--- src/rtl/and_arbiter_if.sv ---
// Request/grant/response bundle shared by the N requesters and the AND arbiter.
// The master side drives requests and operands; the slave side is the arbiter.
interface and_arbiter_if #(
   parameter int N   = 4,
   parameter int IDW = $clog2(N)
) ();
   logic [N-1:0]   req;
   logic [N-1:0]   op_a;
   logic [N-1:0]   op_b;
   logic [N-1:0]   gnt;
   logic           rsp_valid;
   logic [IDW-1:0] rsp_id;
   logic           rsp_c;
   logic           busy;

   modport master (
      output req, op_a, op_b,
      input  gnt, rsp_valid, rsp_id, rsp_c, busy
   );

   modport slave (
      input  req, op_a, op_b,
      output gnt, rsp_valid, rsp_id, rsp_c, busy
   );
endinterface

--- src/rtl/and_arbiter.sv ---
// Round-robin arbiter that shares one registered AND unit among N requesters.
// Each transaction takes EXEC (grant pulse) then RESP (result pulse).
module and_arbiter #(
   parameter int N   = 4,
   parameter int IDW = $clog2(N)
) (
   input  logic           clk,
   input  logic           rst,
   and_arbiter_if.slave   bus
);

   typedef enum logic [1:0] {
      IDLE = 2'd0,
      EXEC = 2'd1,
      RESP = 2'd2
   } state_e;

   state_e         state_q, state_d;
   logic [IDW-1:0] ptr_q;
   logic [IDW-1:0] w_q;
   logic           a_q, b_q;
   logic [N-1:0]   gnt_q, gnt_d;
   logic           rsp_valid_q, rsp_valid_d;
   logic [IDW-1:0] rsp_id_q, rsp_id_d;
   logic           rsp_c_q, rsp_c_d;
   logic           busy_q, busy_d;

   logic [IDW-1:0] win_s;
   logic           found_s;
   logic           any_req_s;
   logic           arb_s;
   logic [IDW-1:0] idx_s;
   logic [N-1:0]   one_s;

   assign any_req_s = |bus.req;
   assign arb_s     = any_req_s && ((state_q == IDLE) || (state_q == RESP));
   assign one_s     = {{(N-1){1'b0}}, 1'b1};

   // Search for the first request after ptr, wrapping through N-1 back to ptr itself.
   always_comb begin
      win_s   = ptr_q;
      found_s = 1'b0;
      idx_s   = ptr_q;
      for (int i = 1; i <= N; i++) begin
         idx_s = IDW'((int'(ptr_q) + i) % N);
         if (!found_s && bus.req[idx_s]) begin
            win_s   = idx_s;
            found_s = 1'b1;
         end else begin
            found_s = found_s;
         end
      end
   end

   // State and registered outputs.
   always_ff @(posedge clk or negedge rst) begin
      if (!rst) begin
         state_q     <= IDLE;
         gnt_q       <= {N{1'b0}};
         rsp_valid_q <= 1'b0;
         rsp_id_q    <= {IDW{1'b0}};
         rsp_c_q     <= 1'b0;
         busy_q      <= 1'b0;
      end else begin
         state_q     <= state_d;
         gnt_q       <= gnt_d;
         rsp_valid_q <= rsp_valid_d;
         rsp_id_q    <= rsp_id_d;
         rsp_c_q     <= rsp_c_d;
         busy_q      <= busy_d;
      end
   end

   // Winner, its operands and the round-robin pointer are captured only on a grant.
   always_ff @(posedge clk or negedge rst) begin
      if (!rst) begin
         ptr_q <= IDW'(N - 1);
         w_q   <= {IDW{1'b0}};
         a_q   <= 1'b0;
         b_q   <= 1'b0;
      end else if (arb_s) begin
         ptr_q <= win_s;
         w_q   <= win_s;
         a_q   <= bus.op_a[win_s];
         b_q   <= bus.op_b[win_s];
      end else begin
         ptr_q <= ptr_q;
         w_q   <= w_q;
         a_q   <= a_q;
         b_q   <= b_q;
      end
   end

   // Next-state logic; requests seen during EXEC are deliberately ignored.
   always_comb begin
      state_d = state_q;
      case (state_q)
         IDLE:    state_d = any_req_s ? EXEC : IDLE;
         EXEC:    state_d = RESP;
         RESP:    state_d = any_req_s ? EXEC : IDLE;
         default: state_d = IDLE;
      endcase
   end

   // Output values for the upcoming state; rsp_id/rsp_c hold outside RESP.
   always_comb begin
      gnt_d       = {N{1'b0}};
      rsp_valid_d = 1'b0;
      rsp_id_d    = rsp_id_q;
      rsp_c_d     = rsp_c_q;
      busy_d      = (state_d != IDLE);
      if (state_d == EXEC) begin
         gnt_d = one_s << win_s;
      end else begin
         gnt_d = {N{1'b0}};
      end
      if (state_d == RESP) begin
         rsp_valid_d = 1'b1;
         rsp_id_d    = w_q;
         rsp_c_d     = a_q & b_q;
      end else begin
         rsp_valid_d = 1'b0;
      end
   end

   assign bus.gnt       = gnt_q;
   assign bus.rsp_valid = rsp_valid_q;
   assign bus.rsp_id    = rsp_id_q;
   assign bus.rsp_c     = rsp_c_q;
   assign bus.busy      = busy_q;

endmodule

--- src/flat_wrapper.sv ---
// flat-port wrapper written by rule: the top's interface ports become plain ports
module and_arbiter_flat 
#(
   parameter int N   = 4,
   parameter int IDW = $clog2(N)
)
  (clk, rst, bus_req, bus_op_a, bus_op_b, bus_gnt, bus_rsp_valid, bus_rsp_id, bus_rsp_c, bus_busy);
  and_arbiter_if #(.N(N), .IDW(IDW)) bus_i ();
  input  logic clk;
  input  logic rst;
  input wire logic [$bits(bus_i.req)-1:0] bus_req;
  input wire logic [$bits(bus_i.op_a)-1:0] bus_op_a;
  input wire logic [$bits(bus_i.op_b)-1:0] bus_op_b;
  output wire logic [$bits(bus_i.gnt)-1:0] bus_gnt;
  output wire logic [$bits(bus_i.rsp_valid)-1:0] bus_rsp_valid;
  output wire logic [$bits(bus_i.rsp_id)-1:0] bus_rsp_id;
  output wire logic [$bits(bus_i.rsp_c)-1:0] bus_rsp_c;
  output wire logic [$bits(bus_i.busy)-1:0] bus_busy;
  assign bus_i.req = bus_req;
  assign bus_i.op_a = bus_op_a;
  assign bus_i.op_b = bus_op_b;
  assign bus_gnt = bus_i.gnt;
  assign bus_rsp_valid = bus_i.rsp_valid;
  assign bus_rsp_id = bus_i.rsp_id;
  assign bus_rsp_c = bus_i.rsp_c;
  assign bus_busy = bus_i.busy;
  and_arbiter #(.N(N), .IDW(IDW)) u_core (.clk(clk), .rst(rst), .bus(bus_i));
endmodule
--- config.mk ---
export PLATFORM = sky130hd
export DESIGN_NAME = and_arbiter_flat
export DESIGN_NICKNAME = d
export VERILOG_FILES = /design/src/rtl/and_arbiter_if.sv /design/src/rtl/and_arbiter.sv /design/src/flat_wrapper.sv
export SDC_FILE = /design/constraint.sdc
export NUM_CORES = 1
export LEC_CHECK = 0
export CORE_AREA = 2 2 47 49
export DETAILED_ROUTE_END_ITERATION = 10
export DIE_AREA = 0 0 49 51
export PLACE_DENSITY = 0.71
export SKIP_LAST_GASP = 1
export SLEW_MARGIN = 30
export SYNTH_ARGS = -nofsm -noshare
export SYNTH_HDL_FRONTEND = slang
export SYNTH_SLANG_ARGS = --single-unit
--- constraint.sdc ---
create_clock -name clk -period 2.8 [get_ports clk]
set_input_delay 0.28 -clock clk [delete_from_list [all_inputs] [get_ports clk]]
set_output_delay 0.28 -clock clk [all_outputs]
set_load 0.05 [all_outputs]
Word-level counts from Yosys, hierarchy flattened. Index checks and enable logic that the tools add are counted.

$add $sub $neg: 4. Multiplexer cells: 23. Equality and inequality tests: 4. Shift operators: 1. $lt $le $gt $ge: 5. Bitwise logic cells: 1. Reduce and logical (&&, ||, !) cells: 12.

Operators with widths (number): $lt 2x3->1 const B (5); $bmux 1 s2 (6); $mux 1 (11); $mux 2 (4); $add 2x1->2 const B (2); $add 2x2->2 const B (2); $eq 2x1->1 const B (2); $eq 2x2->1 const B (2); $logic_and 1x1->1 (4); $mux 4 (1); $pmux 2 s2 (1); $reduce_or 4->1 (1); $shl 1x2->4 const A (1); $logic_not 1->1 (3); $logic_not 2->1 (1); $reduce_bool 2->1 (1); $reduce_or 2->1 (1); $and 1x1->1 (1); $logic_or 1x1->1 (1).

Output and inout bits: 9. Register bits: 17. Input bits: 14. Logic and storage cells: 60.

Depth between registers and ports, before layout. Gate-level depths: netlist of run 1.

Depth after elaboration: 15. Mapped depth: 5. Gate-level depth less buffers: 5.

Worst setup path before layout of run 1. No wires, ideal clock.

Path kind: register -> register. From: register u_core.ptr_q[1]. To: register u_core.a_q. Path buffers: 0. Library setup time: 123 ps. Data required time: 2677 ps. Slack: 1045 ps. Period minus slack after synthesis: 1755 ps. Cell stages (with the launch flop): 6. Arrival: 1632 ps. Cells stage by stage: dfstp_2 mux2i_1 o22ai_2 nor2_2 mux2_1 o221a_1.

Word-level cells in the longest chain between the ends: 15. Elaborated cells between the ends (all ways): 27. Classes of those cells: add/sub (4); mux (17); reduce/logical (6).

RTL lines: start: declaration (line and_arbiter.sv:19) `logic [IDW-1:0] ptr_q;`; start signal: assignment (line and_arbiter.sv:77) `ptr_q <= IDW'(N - 1);`; start signal: assignment (line and_arbiter.sv:82) `ptr_q <= win_s;`; start signal: assignment (line and_arbiter.sv:87) `ptr_q <= ptr_q;`; $add 2x1->2 (line and_arbiter.sv:45) `idx_s = IDW'((int'(ptr_q) + i) % N);`; $bmux 1 s2 (line and_arbiter.sv:46) `if (!found_s && bus.req[idx_s]) begin`; $mux 1 (implied by the code) (line and_arbiter.sv:46); $mux 1 (line and_arbiter.sv:46); $logic_not 1->1 (line and_arbiter.sv:46); $logic_and 1x1->1 (line and_arbiter.sv:46); $mux 1 (line and_arbiter.sv:46); $logic_not 1->1 (line and_arbiter.sv:46); $logic_and 1x1->1 (line and_arbiter.sv:46); $mux 1 (line and_arbiter.sv:46); $logic_not 1->1 (line and_arbiter.sv:46); $logic_and 1x1->1 (line and_arbiter.sv:46); $mux 2 (*) (line and_arbiter.sv:46); $bmux 1 s2 (*) (line and_arbiter.sv:84) `a_q <= bus.op_a[win_s];`; $mux 1 (implied by the code) (*) (line and_arbiter.sv:84); end signal: assignment (line and_arbiter.sv:84); end signal: assignment (line and_arbiter.sv:89) `a_q <= a_q;`; end: declaration (line and_arbiter.sv:21) `logic a_q, b_q;`.

Mark *: on every way between the ends. The rest lies on a longest branch, timed or not. The select of a mux whose other input is x is not followed. A chain may end at the register's enable or synchronous reset.

Worst setup path in the final report of run 1. Ends and elaborated chain as after synthesis.

==> results of run 1 <==
-- Yosys cell counts --
library cell / n
nor3_1: 2
and3b_1: 1
dfstp_2: 2
inv_1: 3
dfrtp_1: 14
a32oi_1: 1
mux2i_1: 1
mux2_1: 2
o22ai_2: 1
o21a_1: 3
o21ai_1: 1
a21oi_1: 1
mux2_2: 2
o221a_1: 2
a31oi_1: 1
o21ai_0: 3
a21o_1: 1
nor2_2: 1
nand3_1: 3
nor2_1: 4
nand2_1: 6
clkbuf_1: 1
a21oi_2: 1
o22a_1: 1
nand2b_1: 6
nand3b_1: 2
-- flip-flops by register name, summed over array words and instances, names as in the netlist --
signal and count:
u_core.bus.rsp_id 2, u_core.a_q 1, u_core.bus.rsp_valid 1, u_core.bus.rsp_c 1, u_core.ptr_q 2, u_core.bus.gnt 4
u_core.state_q 1, u_core.b_q 1, u_core.w_q 2, u_core.bus.busy 1
-- cell type report --
class / count / area share [%]
Sequential cell: 16 / 39.9
Tap cell: 28 / 3.47
Inverter: 3 / 1.11
Multi-Input combinational cell: 46 / 30.4
Clock buffer: 4 / 2.60
Timing Repair Buffer: 23 / 22.5
-- final timing paths --
path | start | endpoint | slack, ps | cells after the start
worst max-delay path | u_core.ptr_q[1] | u_core.a_q | 890 | 5
worst min-delay path | rst | u_core.bus.rsp_c | 390 | 1
worst max register to register | u_core.ptr_q[1] | u_core.a_q | 890 | 5
worst min register to register | u_core.bus.rsp_c | u_core.bus.rsp_c | 490 | 2
max in group asynchronous | rst | u_core.bus.gnt[3] | 1970 | 1
min in group clk | u_core.bus.rsp_c | u_core.bus.rsp_c | 490 | 2
-- kinds of logic (layout without fill, tap and decap cells) --
group / count (synthesis) / count (layout)
AO/OA/AOI/OAI: 16 / 16
multiplexers: 5 / 5
buffers and inverters: 4 / 30
flip-flops: 16 / 16
AND/OR/NAND/NOR: 25 / 25
-- power by group --
| group | internal (mW) | switching [mW] |
|---|---|---|
| registers | 0.335 | 0.0628 |
| logic | 0.220 | 0.318 |
| clock network | 0.0553 | 0.0682 |
-- per-layer routing --
| layer | up-vias | track usage, % |
|---|---|---|
| li1 | 288 | - |
| met1 | 251 | 13.8 |
| met2 | 23 | 20.1 |
| met3 | 2 | 2.63 |
| met4 | 0 | 8.57 |
| met5 | - | 0 |
-- metrics by stage --
step,cell area [um2],std cells
after global routing,1010,120
after floorplan,726,66
after global placement,985,116
final,1010,120
after CTS,1010,120
after detailed placement,985,116
==> impl_metrics.json, run 1 <==
{
  "io_buffers": 22,
  "cts_buffer_depth": 2,
  "synthAdderAreaFrac_pct": 0,
  "drive_gt1_share_pct": 12.0,
  "cts_num_sinks": 16,
  "num_rows": 17,
  "grt_pass1_vias": 519,
  "core_um2": 2060,
  "fin_skew_ps": 10.8,
  "grt.total_usage_pct": 12.0,
  "dr_wl_met3_um": 74,
  "critPathKind": "flop to flop",
  "fin_crit_sh_pct": 68.3,
  "yosys.area.top_type": "dfrtp_1",
  "power.density_nw_per_um2": 1050,
  "hold_viol_final": 0,
  "cp.buffers_inverters": 0,
  "dieArea_um2": 2500,
  "fmax_mhz": 523,
  "final_common_cell": "clkdlybuf4s50_1",
  "vias_per_cell": 4.70,
  "grt_setup_unrepaired": "false",
  "vias": 564,
  "synth_simple_gate_area_share_pct": 17.9,
  "synthTopCellsByArea": "dfrtp_1 48%, dfstp_2 7.2%, nand2b_1 5.2%",
  "yosys_warnings": 0,
  "htree_levels": 1,
  "synth_compound_area_share_pct": 16.9,
  "nets": 107,
  "final_cell_mix": "22 x clkdlybuf4s50_1, 14 x dfrtp_1, 6 x nand2b_1, 6 x nand2_1, 4 x nor2_1",
  "p_leak_nw": 0.423,
  "hpwl_um": 1070,
  "max_stage_delay_ps": 600,
  "whs_ps": 393,
  "cts_setup_buffers": 0,
  "dieWidth_um": 49,
  "synth_top_family_by_area": "simple AND/OR/NAND/NOR gates",
  "first_iter_violations": 3,
  "fillers": 218,
  "synth_top_area_share_pct": 48.3,
  "worst_pin_slew_ps": 670,
  "synthXorXnorAreaFrac_pct": 0,
  "tns_ps": 0,
  "crit_required_ps": 2980,
  "grt_start_max_net_pins": 17,
  "setup_viol": 0,
  "worstPathArrival_ps": 2100,
  "numCtsBuffers": 3,
  "critPathTopFamily": "multiplexers",
  "cts_resized": 0,
  "multi_input_area_um2": 308,
  "first_pass_iters": 4,
  "syn_to_final_growth_pct": 39.3,
  "synth-seq-cells": 16,
  "register_area_um2": 403,
  "clk_pin_slew_ps": 90,
  "crit_chain": "mux2i_1 -> o22ai_2 -> nor2_2 -> mux2_1 -> o221a_1",
  "crit_path_end_kind": "flop",
  "outcome": "finished, final reports clean",
  "hold_buffers": 0,
  "finalCriticalPeriod_ps": 1910,
  "diodes": 0,
  "cts_tree": "built",
  "final_util_pct": 49.0,
  "drc": 0,
  "muxShareOfSynthArea_pct": 7.59,
  "relSlewSlack_pct": 55.2,
  "io_pins": 23,
  "gr-total-overflow": 0,
  "total_power_mw": 1.06,
  "cp_max_fo": 7,
  "slew_violations": 0,
  "syn_area_um2": 726,
  "ys_types": 26,
  "antenna_found_initial": 0,
  "ant_nets": 0,
  "dp_slack_ps": 747,
  "vdd.ir_drop.worst_uv": 520,
  "synthCells": 66,
  "timing.final.ws_setup_ps": 888,
  "avgSynthCellArea_um2": 11.0,
  "synth_seq_area_share_pct": 55.5,
  "drt_wl_total_um": 1330,
  "gp_congestion": 0.823,
  "cts-root-buf": "clkbuf_4",
  "die_height_um": 51,
  "critPathLaunchType": "flop",
  "clock_latency_ps": 290,
  "syn_nets": 80,
  "start_util_pct": 35.2,
  "cpMaxStageDelayCell": "dfstp_2",
  "hp-class": "primary input to async pin",
  "routed.top_layer": "met4",
  "met2WireLength_um": 639,
  "wl_per_cell_um": 11.1,
  "max_cap_viol_count": 0,
  "grt_pass1_wl_um": 2220,
  "met1Wirelength_um": 599
}
(Power assumes the default switching activity.)
==> inputs of run 2 (changes only) <==
clock period = 1.8 ns   (was 2.8 ns; I/O delays follow)
==> run 2 against run 1 <==
- power rose by 69%
- die area did not move
- non-clock buffer count rose by 11
- clock power rose by 52%
- fmax rose by 11%
- sequential share of layout area fell by 3.6 points
- global-route usage rose by 1.0 points
- sequential power rose by 53%
- final area rose by 9.9%
- worst setup slack got worse by 810 ps
- flip-flop and latch count did not move
- largest power group unchanged
==> impl_metrics.json, run 2 (synthesized netlist as in run 1, its figures left out) <==
{
  "r2r-end": "u_core.a_q",
  "slew_violations": 0,
  "nets": 118,
  "grt_start_max_net_pins": 17,
  "placedCellCount": 123,
  "relSlewSlack_pct": 54.8,
  "ant_nets": 0,
  "r2r_cells": 5,
  "fillers": 201,
  "fin_crit_sh_pct": 95.7,
  "vias": 629,
  "worstPathArrival_ps": 1900,
  "hold_buffers": 0,
  "clk_pin_slew_ps": 90,
  "hp-class": "primary input to async pin",
  "hpwl_um": 1170,
  "syn_to_final_growth_pct": 53.1,
  "io_buffers": 22,
  "multi_input_area_um2": 325,
  "crit_required_ps": 1980,
  "vias_per_cell": 4.80,
  "top_usage_layer": "met2",
  "r2r-start": "u_core.ptr_q[1]",
  "num_rows": 17,
  "gr-total-overflow": 0,
  "crit_path_end": "u_core.a_q",
  "max_cap_viol_count": 0,
  "regToRegSetupSlack_ps": 80,
  "diodes": 0,
  "wl_per_cell_um": 11.5,
  "register_area_um2": 403,
  "drive_gt1_share_pct": 24.3,
  "start_util_pct": 35.2,
  "grt_pass1_vias": 587,
  "first_pass_iters": 5,
  "finalCriticalPeriod_ps": 1720,
  "crit_path_end_kind": "flop",
  "cts_buffer_depth": 2,
  "clock_latency_ps": 280,
  "setup_viol": 0,
  "drc": 0,
  "outcome": "finished, final reports clean",
  "grt_pass1_wl_um": 2530,
  "numCtsBuffers": 3,
  "grt_util_met3_pct": 1.75,
  "antenna_found_initial": 0,
  "use_met1_pct": 17.4,
  "largest_register_ffs": 4,
  "cts_tree": "built",
  "vdd.ir_drop.worst_uv": 614,
  "fin_skew_ps": 9.77,
  "final_common_cell": "clkdlybuf4s50_1",
  "p_leak_nw": 0.481,
  "fin_area_um2": 1110,
  "startpoint": "u_core.ptr_q[1]",
  "htree_levels": 1,
  "cp_max_fo": 3,
  "critPathLaunchType": "flop",
  "cts-root-buf": "clkbuf_4",
  "fmax_mhz": 581,
  "drt_wl_total_um": 1510,
  "dieArea_um2": 2500,
  "stdcell_count": 131,
  "critPathKind": "flop to flop",
  "hold_viol_final": 0,
  "grt.total_usage_pct": 13.1,
  "dieWidth_um": 49,
  "gp_congestion": 0.750,
  "first_iter_violations": 14,
  "power.density_nw_per_um2": 1610,
  "worst_pin_slew_ps": 676,
  "die_height_um": 51,
  "place_area_um2": 1040,
  "io_pins": 23,
  "final_cell_mix": "22 x clkdlybuf4s50_1, 14 x dfrtp_1, 12 x buf_4",
  "use_met2_pct": 21.5,
  "core_um2": 2060,
  "cts_num_sinks": 16
}
-- run 2: cell count changes in the layout (fill, tap and decap cells not counted), sizes merged --
cell / change
buf: +11
-- run 2: stage by stage --
step	total power [mW]	TNS, ps	util [%]	hold slack (ps)	setup slack (ps)
after floorplan	1.20	0	-	-116	44.6
after global placement	1.51	0	50.3	459	29.8
after detailed placement	1.53	-72.5	50.3	479	-37.2
after CTS	1.77	0	52.8	333	30.6
after global routing	1.90	-6.99	53.9	372	-6.99
final	1.79	0	53.9	302	77.8
-- run 2: critical path, stage by stage (launching register included) --
cell     delay [ps]
dfstp_2         570
mux2i_2         260
o22ai_2         100
nor2_2          150
mux2_1          340
o221a_1         200
-- run 2: worst min path at each step --
stage / endpoint / startpoint / slack [ps]
after global placement: u_core.bus.rsp_c / u_core.bus.rsp_c / 460
after floorplan: u_core.a_q / rst / -120
after CTS: u_core.bus.rsp_id[1] / rst / 330
after global routing: u_core.bus.rsp_id[1] / rst / 370
final: u_core.bus.rsp_id[1] / rst / 300
after detailed placement: u_core.w_q[0] / u_core.w_q[0] / 480
-- run 2: final cells by class --
| class | instances | area share, % |
|---|---|---|
| repair buffers | 34 | 27.9 |
| clock buffers | 4 | 2.36 |
| well taps | 28 | 3.15 |
| multi-input cells | 46 | 29.3 |
| inverters | 3 | 1.01 |
| flip-flops and latches | 16 | 36.3 |
-- run 2: what timing repair did --
item	CTS	global route
buffers inserted	3	1
pin swaps	1	2
setup endpoints to repair	2	2
resized for setup	1	2
-- run 2: metal layers --
layer	up-vias	routed length (um)
met2	21	744
li1	308	-
met4	0	12
met3	2	60
met5	-	0
met1	298	694
-- run 2: where the power goes --
group          switching (mW)  internal [mW]
Sequential             0.0869          0.521
Clock                   0.103         0.0858
Combinational           0.538          0.457
